[config.mk]
export PLATFORM = sky130hd
export DESIGN_NAME = seq_divider_8
export DESIGN_NICKNAME = d
export VERILOG_FILES = /design/src/rtl/seq_divider_8_pkg.sv /design/src/rtl/seq_divider_8_sub_borrow_w.sv /design/src/rtl/seq_divider_8.sv
export SDC_FILE = /design/constraint.sdc
export NUM_CORES = 1
export LEC_CHECK = 0
export CAP_MARGIN = 30
export CORE_MARGIN = 5
export CORE_UTILIZATION = 54
export CTS_CLUSTER_SIZE = 12
export DETAILED_ROUTE_END_ITERATION = 6
export GPL_TIMING_DRIVEN = 0
export PLACE_DENSITY_LB_ADDON = 0.25
export SYNTH_ARGS = -nofsm -noshare
export SYNTH_HDL_FRONTEND = slang
export SYNTH_SLANG_ARGS = --single-unit
[constraint.sdc]
create_clock -name clk -period 2.5 [get_ports clk]
set_input_delay 0.5 -clock clk [delete_from_list [all_inputs] [get_ports clk]]
set_output_delay 0.5 -clock clk [all_outputs]
set_load 0.02 [all_outputs]
[src/rtl/seq_divider_8_pkg.sv]
// Shared types and constants for the sequential restoring divider.
package div_pkg;

    typedef enum logic {
        IDLE = 1'b0,
        RUN  = 1'b1
    } state_t;

    localparam int DIV_WIDTH = 8;
    localparam logic [DIV_WIDTH-1:0] DIV0_QUOT = '1;
    localparam int DIV_CNT_W = $clog2(DIV_WIDTH + 1);

endpackage

[src/rtl/seq_divider_8_sub_borrow_w.sv]
// N-bit subtractor built as a + ~b + 1; borrow is the inverted carry out.
module sub_borrow_w #(
    parameter int N = 9
) (
    input  logic [N-1:0] a_i,
    input  logic [N-1:0] b_i,
    output logic [N-1:0] diff_o,
    output logic         borrow_o
);

    logic [N:0] sum;

    assign sum      = {1'b0, a_i} + {1'b0, ~b_i} + {{N{1'b0}}, 1'b1};
    assign diff_o   = sum[N-1:0];
    assign borrow_o = ~sum[N];

endmodule

[src/rtl/seq_divider_8.sv]
// Multi-cycle restoring divider, one shift-subtract step per clock.
// Optional signed (truncating) division when SIGNED_DIV_EN is defined.
module seq_divider_8
    import div_pkg::*;
#(
    parameter int WIDTH = DIV_WIDTH
) (
    input  logic             clk,
    input  logic             rst_n,
    input  logic             start,
    input  logic [WIDTH-1:0] dividend,
    input  logic [WIDTH-1:0] divisor,
`ifdef SIGNED_DIV_EN
    input  logic             is_signed,
`endif
    output logic             busy,
    output logic             done,
    output logic [WIDTH-1:0] quotient,
    output logic [WIDTH-1:0] remainder,
    output logic             div_by_zero
);

    localparam int CNT_W = $clog2(WIDTH + 1);
    localparam logic [CNT_W-1:0] LAST_ITER = CNT_W'(WIDTH - 1);

    state_t           state_q, state_d;
    logic [CNT_W-1:0] cnt_q, cnt_d;
    logic [WIDTH-1:0] a_q, a_d;
    logic [WIDTH-1:0] d_q, d_d;
    // Restored partial remainder is always below D, so WIDTH bits hold it.
    logic [WIDTH-1:0] p_q, p_d;
    logic [WIDTH-1:0] quot_q, quot_d;
    logic [WIDTH-1:0] rem_q, rem_d;
    logic             dbz_q, dbz_d;
    logic             done_q, done_d;

    logic [WIDTH:0]   p_shift;
    logic [WIDTH:0]   diff;
    logic             borrow;
    logic             restore;
    logic [WIDTH-1:0] a_next;
    logic [WIDTH-1:0] p_next;
    logic [WIDTH-1:0] a_in;
    logic [WIDTH-1:0] d_in;
    logic [WIDTH-1:0] quot_fin;
    logic [WIDTH-1:0] rem_fin;

`ifdef SIGNED_DIV_EN
    logic qneg_q, qneg_d;
    logic rneg_q, rneg_d;
`endif

    assign p_shift = {p_q, a_q[WIDTH-1]};

    sub_borrow_w #(
        .N(WIDTH + 1)
    ) u_sub (
        .a_i      (p_shift),
        .b_i      ({1'b0, d_q}),
        .diff_o   (diff),
        .borrow_o (borrow)
    );

    // A surviving difference must fit back into the WIDTH-bit remainder.
    assign restore = borrow | diff[WIDTH];
    assign a_next  = {a_q[WIDTH-2:0], ~restore};
    assign p_next  = restore ? p_shift[WIDTH-1:0] : diff[WIDTH-1:0];

`ifdef SIGNED_DIV_EN
    always_comb begin
        a_in     = (is_signed && dividend[WIDTH-1]) ? (~dividend + 1'b1) : dividend;
        d_in     = (is_signed && divisor[WIDTH-1])  ? (~divisor + 1'b1)  : divisor;
        qneg_d   = qneg_q;
        rneg_d   = rneg_q;
        if (state_q == IDLE && start && divisor != '0) begin
            qneg_d = is_signed & (dividend[WIDTH-1] ^ divisor[WIDTH-1]);
            rneg_d = is_signed & dividend[WIDTH-1];
        end
        quot_fin = qneg_q ? (~a_next + 1'b1) : a_next;
        rem_fin  = rneg_q ? (~p_next + 1'b1) : p_next;
    end

    always_ff @(posedge clk or negedge rst_n) begin
        if (!rst_n) begin
            qneg_q <= 1'b0;
            rneg_q <= 1'b0;
        end else begin
            qneg_q <= qneg_d;
            rneg_q <= rneg_d;
        end
    end
`else
    assign a_in     = dividend;
    assign d_in     = divisor;
    assign quot_fin = a_next;
    assign rem_fin  = p_next;
`endif

    always_comb begin
        state_d = state_q;
        cnt_d   = cnt_q;
        a_d     = a_q;
        d_d     = d_q;
        p_d     = p_q;
        quot_d  = quot_q;
        rem_d   = rem_q;
        dbz_d   = dbz_q;
        done_d  = 1'b0;
        case (state_q)
            IDLE: begin
                if (start) begin
                    if (divisor == '0) begin
                        quot_d = '1;
                        rem_d  = dividend;
                        dbz_d  = 1'b1;
                        done_d = 1'b1;
                    end else begin
                        state_d = RUN;
                        a_d     = a_in;
                        d_d     = d_in;
                        p_d     = '0;
                        cnt_d   = '0;
                    end
                end
            end
            RUN: begin
                a_d   = a_next;
                p_d   = p_next;
                cnt_d = cnt_q + 1'b1;
                if (cnt_q == LAST_ITER) begin
                    state_d = IDLE;
                    quot_d  = quot_fin;
                    rem_d   = rem_fin;
                    dbz_d   = 1'b0;
                    done_d  = 1'b1;
                end
            end
            default: state_d = IDLE;
        endcase
    end

    always_ff @(posedge clk or negedge rst_n) begin
        if (!rst_n) begin
            state_q <= IDLE;
            cnt_q   <= '0;
            a_q     <= '0;
            d_q     <= '0;
            p_q     <= '0;
            quot_q  <= '0;
            rem_q   <= '0;
            dbz_q   <= 1'b0;
            done_q  <= 1'b0;
        end else begin
            state_q <= state_d;
            cnt_q   <= cnt_d;
            a_q     <= a_d;
            d_q     <= d_d;
            p_q     <= p_d;
            quot_q  <= quot_d;
            rem_q   <= rem_d;
            dbz_q   <= dbz_d;
            done_q  <= done_d;
        end
    end

    assign busy        = (state_q == RUN);
    assign done        = done_q;
    assign quotient    = quot_q;
    assign remainder   = rem_q;
    assign div_by_zero = dbz_q;

endmodule

### Word-level counts from Yosys, hierarchy flattened

Cells that the tools add are included.

| storage, ports and cells | value |
|---|---|
| flip-flop bits (word level) | 47 |
| output and inout bits | 19 |
| input port bits | 19 |

| operators by class | value |
|---|---|
| eq/ne operators | 5 |
| mux-type cells | 30 |
| reductions and logical operators | 4 |
| $add $sub $neg | 3 |
| bitwise logic cells | 6 |

Operators with widths:

| kind | count |
|---|---|
| 2-to-1 mux 8 bit | 11 |
| one-hot mux 8 bit (2 select lines) | 4 |
| adder 10 x 1 -> 10 bit, second input constant | 1 |
| adder 9 x 9 -> 10 bit | 1 |
| 2-to-1 mux 1 bit | 9 |
| NOT 8 -> 9 bit | 1 |
| logical NOT 8 bit | 1 |
| 2-to-1 mux 4 bit | 2 |
| one-hot mux 4 bit (2 select lines) | 1 |
| != test 2 bit, second input constant | 3 |
| one-hot mux 1 bit (2 select lines) | 3 |
| AND reduction 3 bit | 2 |
| adder 4 x 1 -> 4 bit, second input constant | 1 |
| equality test 4 x 3 -> 1 bit, second input constant | 1 |
| NOT 1 bit | 4 |
| != test 2 x 1 -> 1 bit, second input constant | 1 |
| AND reduction 2 bit | 1 |
| bitwise OR 1 bit | 1 |

### Longest topological paths before layout

Gate-level depths: netlist of the first run.

| logic depth | value |
|---|---|
| depth in word-level cells | 8 |
| gate-level depth with buffers | 11 |
| depth with buffers taken out | 10 |

### By module

A second synthesis of the first run with hierarchy kept.

| second synthesis, totals | value |
|---|---|
| cells, all modules | 249 |
| area total of the unflattened synthesis | 2665.1 sq um |

By module, submodules not included:

| module | sequential area each (sq um) | instances | area each (sq um) | cells each |
|---|---|---|---|---|
| seq_divider_8 | 1176.1 | 1 | 2222.1 | 189 |
| sub_borrow_w | 0.0 | 1 | 442.9 | 60 |

### Worst setup path before layout of the first run

OpenSTA, ideal clock, no wires.

| path | value |
|---|---|
| kind | register -> register |
| from | reg a_q[7] |
| to | reg rem_q[2] (netlist: remainder[2]) |
| setup time | 0.128 ns |
| period minus slack after synthesis | 2.243 ns |
| stages on the path, launching flop included | 12 |
| data required time | 2.372 ns |
| data arrival time | 2.114 ns |
| setup slack | 0.257 ns |
| path buffers | 1 |
| path through | dfrtp_1 -> inv_1 -> ha_1 -> inv_1 -> fa_1 -> a211oi_2 -> o21ai_2 -> o2111ai_4 -> o311ai_2 -> buf_6 -> a211oi_1 -> nor3_1 |

| on the way | value |
|---|---|
| cells in the longest elaborated chain, start to end | 7 |

Ends and longest elaborated chain:

| item | RTL line | text |
|---|---|---|
| start, declared | seq_divider_8.sv:28 | `logic [WIDTH-1:0] a_q, a_d;` |
| start signal, assigned | seq_divider_8.sv:146 | `a_q <= '0;` |
| start signal, assigned | seq_divider_8.sv:156 | `a_q <= a_d;` |
| adder 9 x 9 -> 10 bit (*) | seq_divider_8_sub_borrow_w.sv:13 | `assign sum = {1'b0, a_i} + {1'b0, ~b_i} + {{N{1'b0}}, 1'b1};` |
| adder 10 x 1 -> 10 bit (*) | seq_divider_8_sub_borrow_w.sv:13 |  |
| NOT 1 bit | seq_divider_8_sub_borrow_w.sv:15 | `assign borrow_o = ~sum[N];` |
| bitwise OR 1 bit | seq_divider_8.sv:65 | `assign restore = borrow \| diff[WIDTH];` |
| 2-to-1 mux 8 bit (*) | seq_divider_8.sv:67 | `assign p_next = restore ? p_shift[WIDTH-1:0] : diff[WIDTH-1:0];` |
| 2-to-1 mux 8 bit (*) | seq_divider_8.sv:130 | `if (cnt_q == LAST_ITER) begin` |
| one-hot mux 8 bit (2 select lines) (*) | seq_divider_8.sv:109 | `case (state_q)` |
| end signal, assigned | seq_divider_8.sv:160 | `rem_q <= rem_d;` |
| end, declared | seq_divider_8.sv:33 | `logic [WIDTH-1:0] rem_q, rem_d;` |

Every way passes the cells marked *; elsewhere a longest branch is shown, timed or not. The select of a mux whose other input is x is not followed.
A chain may end at the register's enable or synchronous reset.

### Worst setup path after layout of the first run

| path | value |
|---|---|
| from | reg p_q[1] |
| to | reg rem_q[2] (netlist: remainder[2]) |

| on the way | value |
|---|---|
| cells in the longest elaborated chain, start to end | 7 |

Ends and longest elaborated chain:

| item | RTL line | text |
|---|---|---|
| start, declared | seq_divider_8.sv:31 | `logic [WIDTH-1:0] p_q, p_d;` |
| start signal, assigned | seq_divider_8.sv:158 | `p_q <= p_d;` |
| adder 9 x 9 -> 10 bit | seq_divider_8_sub_borrow_w.sv:13 |  |
| adder 10 x 1 -> 10 bit | seq_divider_8_sub_borrow_w.sv:13 |  |
| NOT 1 bit | seq_divider_8_sub_borrow_w.sv:15 |  |
| bitwise OR 1 bit | seq_divider_8.sv:65 |  |
| 2-to-1 mux 8 bit (*) | seq_divider_8.sv:67 |  |
| 2-to-1 mux 8 bit (*) | seq_divider_8.sv:130 |  |
| one-hot mux 8 bit (2 select lines) (*) | seq_divider_8.sv:109 |  |

Marks and branches as above.

==> results of run 1 <==
[sequential cells by signal (all words and copies together), names as in the netlist]
signal	cells
p_q	8
remainder	8
quotient	8
a_q	8
done	1
busy	1
div_by_zero	1
d_q	8
cnt_q	4
[layout by cell type, fill, tap and decap left out, types with 2 or more instances in the layout]
| cell type | count |
|---|---|
| a21oi_1 | 25 |
| nand2b_1 | 2 |
| ha_1 | 8 |
| a21oi_2 | 3 |
| inv_1 | 13 |
| a31oi_1 | 10 |
| o31ai_1 | 2 |
| o21ai_0 | 13 |
| a311oi_1 | 2 |
| clkbuf_1 | 4 |
| a21o_1 | 4 |
| xor2_1 | 3 |
| mux2i_1 | 6 |
| clkdlybuf4s50_1 | 36 |
| o211ai_1 | 6 |
| buf_4 | 5 |
| nand4_1 | 5 |
| dfrtp_1 | 47 |
| nand2_1 | 26 |
| nor2b_1 | 2 |
| nand3_1 | 12 |
| clkbuf_8 | 6 |
| clkbuf_2 | 2 |
| inv_2 | 2 |
| buf_2 | 5 |
| mux2_2 | 3 |
| a211oi_4 | 2 |
| nor3_1 | 6 |
| buf_6 | 3 |
| o21ai_2 | 2 |
| o21ai_1 | 2 |
| nor2_1 | 27 |
| xnor2_1 | 4 |
[area by class of cell]
cell class | instances | share of cell area [%]
sequential | 47 | 36.5
timing repair buffer | 44 | 13.5
buffer | 12 | 2.10
multi-input combinational | 192 | 40.3
tap | 52 | 2.02
inverter | 16 | 1.86
clock inverter | 2 | 1.20
clock buffer | 6 | 2.56
[metrics by stage]
stage                     util (%)  setup TNS (ns)
after global placement        66.6          -19.05
after CTS                     70.0               0
after global routing          72.6          -0.927
after floorplan                  -               0
final                         72.6        -0.00988
after detailed placement      66.9           -2.31
[kinds of logic (layout without fill, tap and decap cells)]
family                     count (synthesis)  after routing  share of synthesized area [%]
and+or+nand+nor                           85             85                           15.1
AOI/OAI and AO/OA                         81             81                           22.1
DFF                                       47             47                           46.6
buffers and inverters                     28             80                           4.91
adders and majority gates                 10             10                           5.25
muxes                                      9              9                           3.72
xor gates and xnor gates                   7              7                           2.43
[repair_timing]
item | CTS | global route
cloned | 0 | 1
pin swaps | 1 | 8
endpoints found under the setup margin | 2 | 18
buffers inserted | 0 | 5
resized for setup | 3 | 15
[power by group]
group,internal (W),leakage (nW),total [W],switching (W)
combinational,0.00139,0.767,0.00338,0.00199
clock,0.000329,0.0618,0.000602,0.000273
sequential,0.00114,0.537,0.00139,0.000242
[layer usage]
layer,share of wire (%),track usage (%)
met5,0,0
met4,3.1,6.47
met3,6.8,5.95
met2,48,35.7
met1,42,28.6
[critical path, cell delays in order (launching register included)]
cell and delay [ns]:
dfrtp_1 0.46, ha_1 0.40, o21ai_0 0.27, a21oi_2 0.12
nor3_1 0.42, o311ai_4 0.17, buf_6 0.19, a211oi_4 0.25
nor3_1 0.09
[synthesized netlist by cell type (2+ instances only)]
cell type and n:
dfrtp_1 47, nor2_1 27, a21oi_1 26, nand2_1 26, inv_1 14, o21ai_0 14, nand3_1 12, a31oi_1 10
ha_1 9, mux2i_1 6, nor3_1 6, o211ai_1 6, nand4_1 5, a21o_1 4, buf_2 4, clkbuf_1 4
xnor2_1 4, mux2_2 3, o31ai_1 3, xor2_1 3, a211oi_1 2, a21oi_2 2, a311oi_1 2, clkbuf_2 2
nand2b_1 2, nor2b_1 2, nor4_1 2, o21ai_2 2
[final timing paths]
| check | slack, ns | to |
|---|---|---|
| worst max-delay path | -0.005 | remainder[2] |
| worst min-delay path | 0.11 | d_q[5] |
| worst max register to register | -0.005 | remainder[2] |
| worst min register to register | 0.53 | quotient[2] |
| max in group asynchronous | 1.90 | p_q[7] |
| min in group clk | 0.53 | quotient[2] |
==> qor.yml, run 1 <==
synth:
  synthArstFlopShare_pct: 100
  seq_area_frac_synth_pct: 46.6
  synthFlopType: "dfrtp_1"
  synth_edf_count: 0
  ys_ff_latch: 47
  netlist_area_um2: 2520
  syn_nets: 296
  syn-instance-count: 267
  synth_top_area_share_pct: 46.6
  yosysWarnings: 0
  synth_top_cell_by_area: "dfrtp_1"
  ys_top_cells_by_area: "dfrtp_1 47%, a21oi_1 5.2%, ha_1 4.5%"
  yosys.cell_types.count: 46
  syn-mean-instance-area_um2: 9.46
floorplan:
  start_util_pct: 56.8
  fp.dieW_um: 78.4
  io_pins: 38
  core_um2: 4440
  die_h_um: 78.4
  rows: 24
  die-area_um2: 6140
sta:
  drv_slew: 0
  layout_setup_ws_ns: -0.00530
  hold_ws_ns: 0.111
  relSlewSlack_pct: 56.9
  clock_skew_ns: 0.0114
  setup_viol: 2
  hold_violations: 0
  layout_min_cycle_time_ns: 2.51
  rsz0062_at_grt: "true"
  tightest_slew_ns: 0.646
  fin_crit_sh_pct: 100
  max_freq_ghz: 0.399
clocking:
  clkSinkCount: 47
  hold_buffers: 0
  path_clk_slew_ns: 0.09
  cts_buffers: 5
  cts_tree: "built"
  h-tree-depth: 2
  clock_latency_ns: 0.31
  clock_tree.root_cell: "clkbuf_8"
  clockBufferDepth: 2
finish:
  regArea_um2: 1180
  antenna_cells: 0
  final_cells: 371
  post-route-cell-area_um2: 3220
  multi_input_area_um2: 1300
  nNetsFinal: 347
  fillCellCount: 336
  drive_above_1_share_pct: 14.1
  synthToLayoutAreaGrowth_pct: 27.7
power:
  power_w: 0.00537
  ir_worst_vdd_v: 0.000735
  p_leak_nw: 1.37
  powerDensity_nw_per_um2: 1660
setup_path:
  crit_start: "p_q[1]"
  path_class: "reg -> reg"
  reg2reg_from: "p_q[1]"
  path_max_fanout: 5
  start_kind: "register"
  cp.arrival_ns: 2.70
  cp.required_ns: 2.70
  rr_worst_depth: 8
  end_kind: "register"
grt:
  overflow: 0
  grt_usage_pct: 21.8
  grt_pass1_wl_mm: 10.6
  grt_pass1_vias: 2200
  antenna_found_initial: 0
  grt_start_max_net_pins: 33
place:
  dp_cells: 357
  portBuffers: 37
  place_area_um2: 2980
  gp_congestion: 0.880
  place_hpwl_mm: 4.57
  pre_cts_slack_ns: -0.227
run:
  maxCapViolations: 0
drt:
  avgViaCountPerCell: 6.09
  dr.pass1.iters: 4
  routed_wl_mm: 6.57
  drc_errors: 0
  drtIter0Drc: 238
  num_vias: 2261
  ant_nets: 0
  post_drt_wl_per_cell_um: 17.7
outcome:
  status: "finished with violations"
  failed_checks: "negative setup slack"
hold_path:
  worstHoldPathType: "in -> async"
(Power assumes the default switching activity.)
==> run 2: changes to the inputs <==
- SYNTH_HIERARCHICAL: unset -> 1
==> run 2 against run 1 <==
  * The run still ends with negative setup slack left
  * Core utilization rose by 2.5 points
  * Critical path depth up 3
  * Global-route usage down 2.3 points
  * Count of clock-buffer cells in the layout unchanged
  * Cell count fell by 0.54%
  * Die area rose by 4.8%
  * Critical endpoint is now remainder[0]
==> qor.yml, run 2 <==
outcome:
  status: "finished with violations"
  failed_checks: "negative setup slack"
floorplan:
  die-area_um2: 6440
  start_util_pct: 56.1
  fp.dieW_um: 80.3
  io_pins: 38
  die_h_um: 80.3
  rows: 25
  core_um2: 4750
sta:
  layout_setup_ws_ns: -0.204
  hold_ws_ns: 0.136
  drv_slew: 0
  layout_min_cycle_time_ns: 2.70
  fin_crit_sh_pct: 108
  relSlewSlack_pct: 45.6
  rsz0062_at_grt: "true"
  hold_violations: 0
  tightest_slew_ns: 0.816
  setup_viol: 14
  max_freq_ghz: 0.370
  clock_skew_ns: 0.00661
finish:
  nNetsFinal: 332
  antenna_cells: 0
  drive_above_1_share_pct: 31.8
  layout_common_cells: "46 x dfrtp_1, 36 x clkdlybuf4s50_1, 18 x inv_1"
  synthToLayoutAreaGrowth_pct: 33.9
  fin_util_pct: 75.1
  mostFrequentLayoutCell: "dfrtp_1"
  final_cells: 369
synth:
  synth_edf_count: 0
  ys_ff_latch: 47
  syn_nets: 279
  yosys.cell_types.count: 49
  netlist_area_um2: 2670
  seq_area_frac_synth_pct: 44.1
  syn-mean-instance-area_um2: 10.7
  synth_top_cell_by_area: "dfrtp_1"
  syn-instance-count: 249
  yosysMostFrequentCell: "dfrtp_1"
  synth_top_area_share_pct: 44.1
  yosysWarnings: 6
  ys_top_cells_by_area: "dfrtp_1 44%, mux2_2 6.3%, ha_1 4.7%"
  synth_common_cells: "47 x dfrtp_1, 19 x inv_1, 15 x mux2_2, 14 x nor2_1, 13 x a21oi_1"
  synthFlopType: "dfrtp_1"
  synthArstFlopShare_pct: 100
run:
  maxCapViolations: 0
drt:
  num_vias: 2224
  avgViaCountPerCell: 6.03
  drtIter0Drc: 212
  dr.pass1.iters: 4
  ant_nets: 0
  drc_errors: 0
  post_drt_wl_per_cell_um: 17.4
  routed_wl_mm: 6.41
setup_path:
  cp.required_ns: 2.69
  cp.arrival_ns: 2.90
  r2r_end: "remainder[0]"
  end_kind: "register"
  path_max_fanout: 5
  path_class: "reg -> reg"
  start_kind: "register"
  rr_worst_depth: 11
  rrSetupSlack_ns: -0.20
  reg2reg_from: "a_q[7]"
place:
  gp_congestion: 0.852
  place_hpwl_mm: 4.44
  pre_cts_slack_ns: -0.358
  dp_cells: 354
  portBuffers: 37
clocking:
  clkSinkCount: 47
  cts_buffers: 5
  clock_latency_ns: 0.30
  cts_tree: "built"
  h-tree-depth: 2
  clock_tree.root_cell: "clkbuf_8"
  hold_buffers: 0
  path_clk_slew_ns: 0.09
  clockBufferDepth: 2
grt:
  overflow: 0
  antenna_found_initial: 0
  grt_usage_pct: 19.5
  grt_pass1_vias: 2025
  grt_start_max_net_pins: 29
  grt_pass1_wl_mm: 9.72
power:
  power_w: 0.00612
  p_leak_nw: 1.52
  ir_worst_vdd_v: 0.000853
  powerDensity_nw_per_um2: 1710
hold_path:
  worstHoldPathType: "in -> async"
-- run 2: cell types whose count changed in the layout (fill, tap and decap cells not counted), sizes merged, moves of 5 or more --
cell	delta
or3b	+8
nor2	-13
o21ai	-5
a21oi	-14
nand2b	+6
clkbuf	+5
nand3	-11
a31o	+9
o311a	+6
mux2	+20
mux2i	-6
nand2	-18
-- run 2: kinds of logic (layout without fill, tap and decap cells) --
family,after synthesis,after routing,share of synthesized area (%)
compound gates,74,74,20.3
simple gates,54,54,11.8
flops,47,47,44.1
buf+inv,32,84,5.07
mux,23,23,10.8
fa+ha+maj,11,11,5.45
xor+xnor,7,8,2.30
other cells,1,1,0.141
-- run 2: worst max path at each step --
stage	startpoint	slack [ns]	cells after the start	endpoint
finish	a_q[7]	-0.20	11	remainder[0]
global route	p_q[1]	-0.27	9	remainder[0]
CTS	a_q[7]	-0.17	11	remainder[0]
detailed placement	p_q[5]	-0.36	9	remainder[0]
global placement	rst_n	-0.37	1	d_q[6]
floorplan	a_q[7]	0.02	11	remainder[0]
-- run 2: worst max-delay path, cell delays in order (launching register included) --
cell and delay (ns):
dfrtp_1 0.39, inv_2 0.06, ha_4 0.17, fa_2 0.34, nor2b_2 0.16, o22a_1 0.24
a311oi_4 0.16, xnor2_2 0.33, clkbuf_8 0.24, or3b_4 0.14, a31oi_4 0.08, mux2_4 0.29
-- run 2: metal layers --
layer,global-route usage (%),vias to the layer above,part of all wire (%)
li1,-,1031,-
met1,26.5,1100,44
met2,31.8,83,48
met3,4.48,10,7.3
met4,4.56,0,1.3
met5,0,-,0
-- run 2: cell type report --
type                            instances  area, um^2
Fill cell                             328        1180
Tap cell                               67        83.8
Sequential cell                        47        1180
Clock buffer                            6        72.6
Multi-Input combinational cell        171        1620
Buffer                                 13        77.6
Timing Repair Buffer                   45         442
Clock inverter                          1        30.0
Inverter                               19        71.3
-- run 2: metrics by stage --
stage	setup TNS [ns]	area, um^2
2_1_floorplan	0	2680
3_3_place_gp	-20.30	3130
3_5_place_dp	-4.28	3150
5_1_grt	-2.73	3570
6_report	-1.46	3570
4_1_cts	-1.75	3330
-- run 2: what timing repair did --
| item | in CTS | in global routing |
|---|---|---|
| setup buffers | 3 | 3 |
| pin swaps | 8 | 15 |
| gates resized for setup | 10 | 52 |
| cloned | 2 | 0 |
| endpoints found under the setup margin | 18 | 18 |
-- run 2: power breakdown --
group          total (W)  switching, W  internal [W]  leakage [nW]
registers        0.00140      0.000257       0.00114         0.573
logic            0.00418       0.00203       0.00215         0.891
clock network   0.000541      0.000247      0.000293        0.0513
==> run 3: changes to the inputs <==
- CORE_UTILIZATION: 54 -> 40
- SKIP_LAST_GASP: unset -> 1
==> run 3 against run 2 <==
  * The flow still finishes with violations (negative setup slack)
  * Clock skew increased by 0.0044 ns
  * First-iteration DRC count decreased by 64%
  * Setup slack improved by 0.097 ns
  * Critical path type unchanged
  * Largest cell class unchanged
  * Highest routed layer unchanged
==> qor.yml, run 3 (same netlist as run 2, synthesis figures left out) <==
sta:
  setup_viol: 9
  relSlewSlack_pct: 40.8
  clock_skew_ns: 0.0110
  rsz0062_at_grt: "true"
  tightest_slew_ns: 0.886
  layout_min_cycle_time_ns: 2.61
  drv_slew: 0
  hold_violations: 0
  max_freq_ghz: 0.384
  layout_setup_ws_ns: -0.107
  fin_crit_sh_pct: 104
  hold_ws_ns: 0.141
finish:
  drive_above_1_share_pct: 32.4
  post-route-cell-area_um2: 3530
  nNetsFinal: 335
  antenna_cells: 0
  synthToLayoutAreaGrowth_pct: 32.4
  mostFrequentLayoutCell: "dfrtp_1"
  layout_common_cells: "46 x dfrtp_1, 36 x clkdlybuf4s50_1, 17 x inv_1"
place:
  gp_congestion: 0.811
  place_hpwl_mm: 4.57
  place_area_um2: 3160
  portBuffers: 37
  pre_cts_slack_ns: -0.391
floorplan:
  rows: 29
  die_h_um: 91.6
  io_pins: 38
  core_um2: 6420
  fp.dieW_um: 91.6
  die-area_um2: 8400
  start_util_pct: 41.5
drt:
  num_vias: 2129
  avgViaCountPerCell: 5.56
  post_drt_wl_per_cell_um: 16.9
  drtIter0Drc: 76
  ant_nets: 0
  drc_errors: 0
  dr.pass1.iters: 4
  routed_wl_mm: 6.46
power:
  p_clk_share_pct: 8.4
  ir_worst_vdd_v: 0.000686
  pwr-share-seq_pct: 23.9
  powerDensity_nw_per_um2: 1640
  switchingPower_w: 0.00240
  power_w: 0.00580
  p_leak_nw: 1.49
  p_int_w: 0.00341
  swShare_pct: 41.3
  power.share.combinational_pct: 67.6
clocking:
  cts_buffers: 5
  path_clk_slew_ns: 0.09
  clock_tree.root_cell: "clkbuf_8"
  cts_tree: "built"
  clock_latency_ns: 0.30
  h-tree-depth: 2
  clockBufferDepth: 2
  clkSinkCount: 47
grt:
  overflow: 0
  grt_pass1_vias: 2184
  grt_usage_pct: 15.9
  grt_pass1_wl_mm: 10.9
  antenna_found_initial: 0
  grt_start_max_net_pins: 29
setup_path:
  cp.arrival_ns: 2.85
  cp.required_ns: 2.75
  path_class: "reg -> reg"
  path_max_fanout: 5
  start_kind: "register"
  end_kind: "register"
outcome:
  failed_checks: "negative setup slack"
  status: "finished with violations"
hold_path:
  worstHoldPathType: "in -> async"
run:
  maxCapViolations: 0
run 3: final cells by class:
| type | instances | area, um^2 |
|---|---|---|
| flip-flops and latches | 47 | 1180 |
| well taps | 77 | 96.3 |
| inverters | 19 | 71.3 |
| fillers | 581 | 2890 |
| repair buffers | 48 | 460 |
| multi-input cells | 171 | 1550 |
| plain buffers | 13 | 77.6 |
| clock inverters | 1 | 8.76 |
| clock buffers | 7 | 86.3 |
run 3: power by group through the flow:
stage          Combinational, W  Clock [W]  Sequential [W]
2_1_floorplan           0.00216          0         0.00151
3_3_place_gp            0.00307          0         0.00138
3_5_place_dp            0.00313          0         0.00139
4_1_cts                 0.00357   0.000503         0.00138
5_1_grt                 0.00426   0.000527         0.00145
6_report                0.00392   0.000489         0.00139
run 3: routing by layer:
metal  share of wire, %  up-vias  routed length, um  track usage [%]
met3                4.3        7                280             2.95
met4               0.87        0                 56             3.52
met2                 47       46               3060             25.6
li1                   -     1041                  -                -
met5                  0        -                  0                0
met1                 47     1035               3060             22.4
run 3: timing repair:
action | in CTS | in global routing
pin swaps | 7 | 7
buffers inserted | 2 | 7
hold buffers | 0 | 0
cloned | 2 | 0
endpoints found under the setup margin | 18 | 18
gates resized for setup | 30 | 19
run 3: stage by stage:
step	TNS, ns	instances	util (%)
finish	-0.507	383	55.0
global route	-2.13	383	55.0
CTS	-1.59	376	52.9
detailed placement	-4.70	364	49.2
global placement	-24.02	363	48.9
floorplan	0	249	-
run 3: worst paths after layout:
path / startpoint / end / slack [ns] / depth (start not counted)
min in group clk: div_by_zero / div_by_zero / 0.50 / 2
max in group asynchronous: rst_n / d_q[5] / 1.84 / 2
worst min-delay path: rst_n / quotient[4] / 0.14 / 1
worst max-delay path: d_q[0] / remainder[0] / -0.11 / 10
worst min register to register: div_by_zero / div_by_zero / 0.50 / 2
worst max register to register: d_q[0] / remainder[0] / -0.11 / 10
run 3: critical path, stage by stage (launching register included):
cell and delay (ns):
dfrtp_1 0.42, ha_4 0.18, fa_2 0.34, nor2b_2 0.15
o22a_1 0.21, a311oi_4 0.13, xnor2_2 0.20, clkbuf_8 0.18
or3b_4 0.39, a31oi_4 0.18, mux2_4 0.16
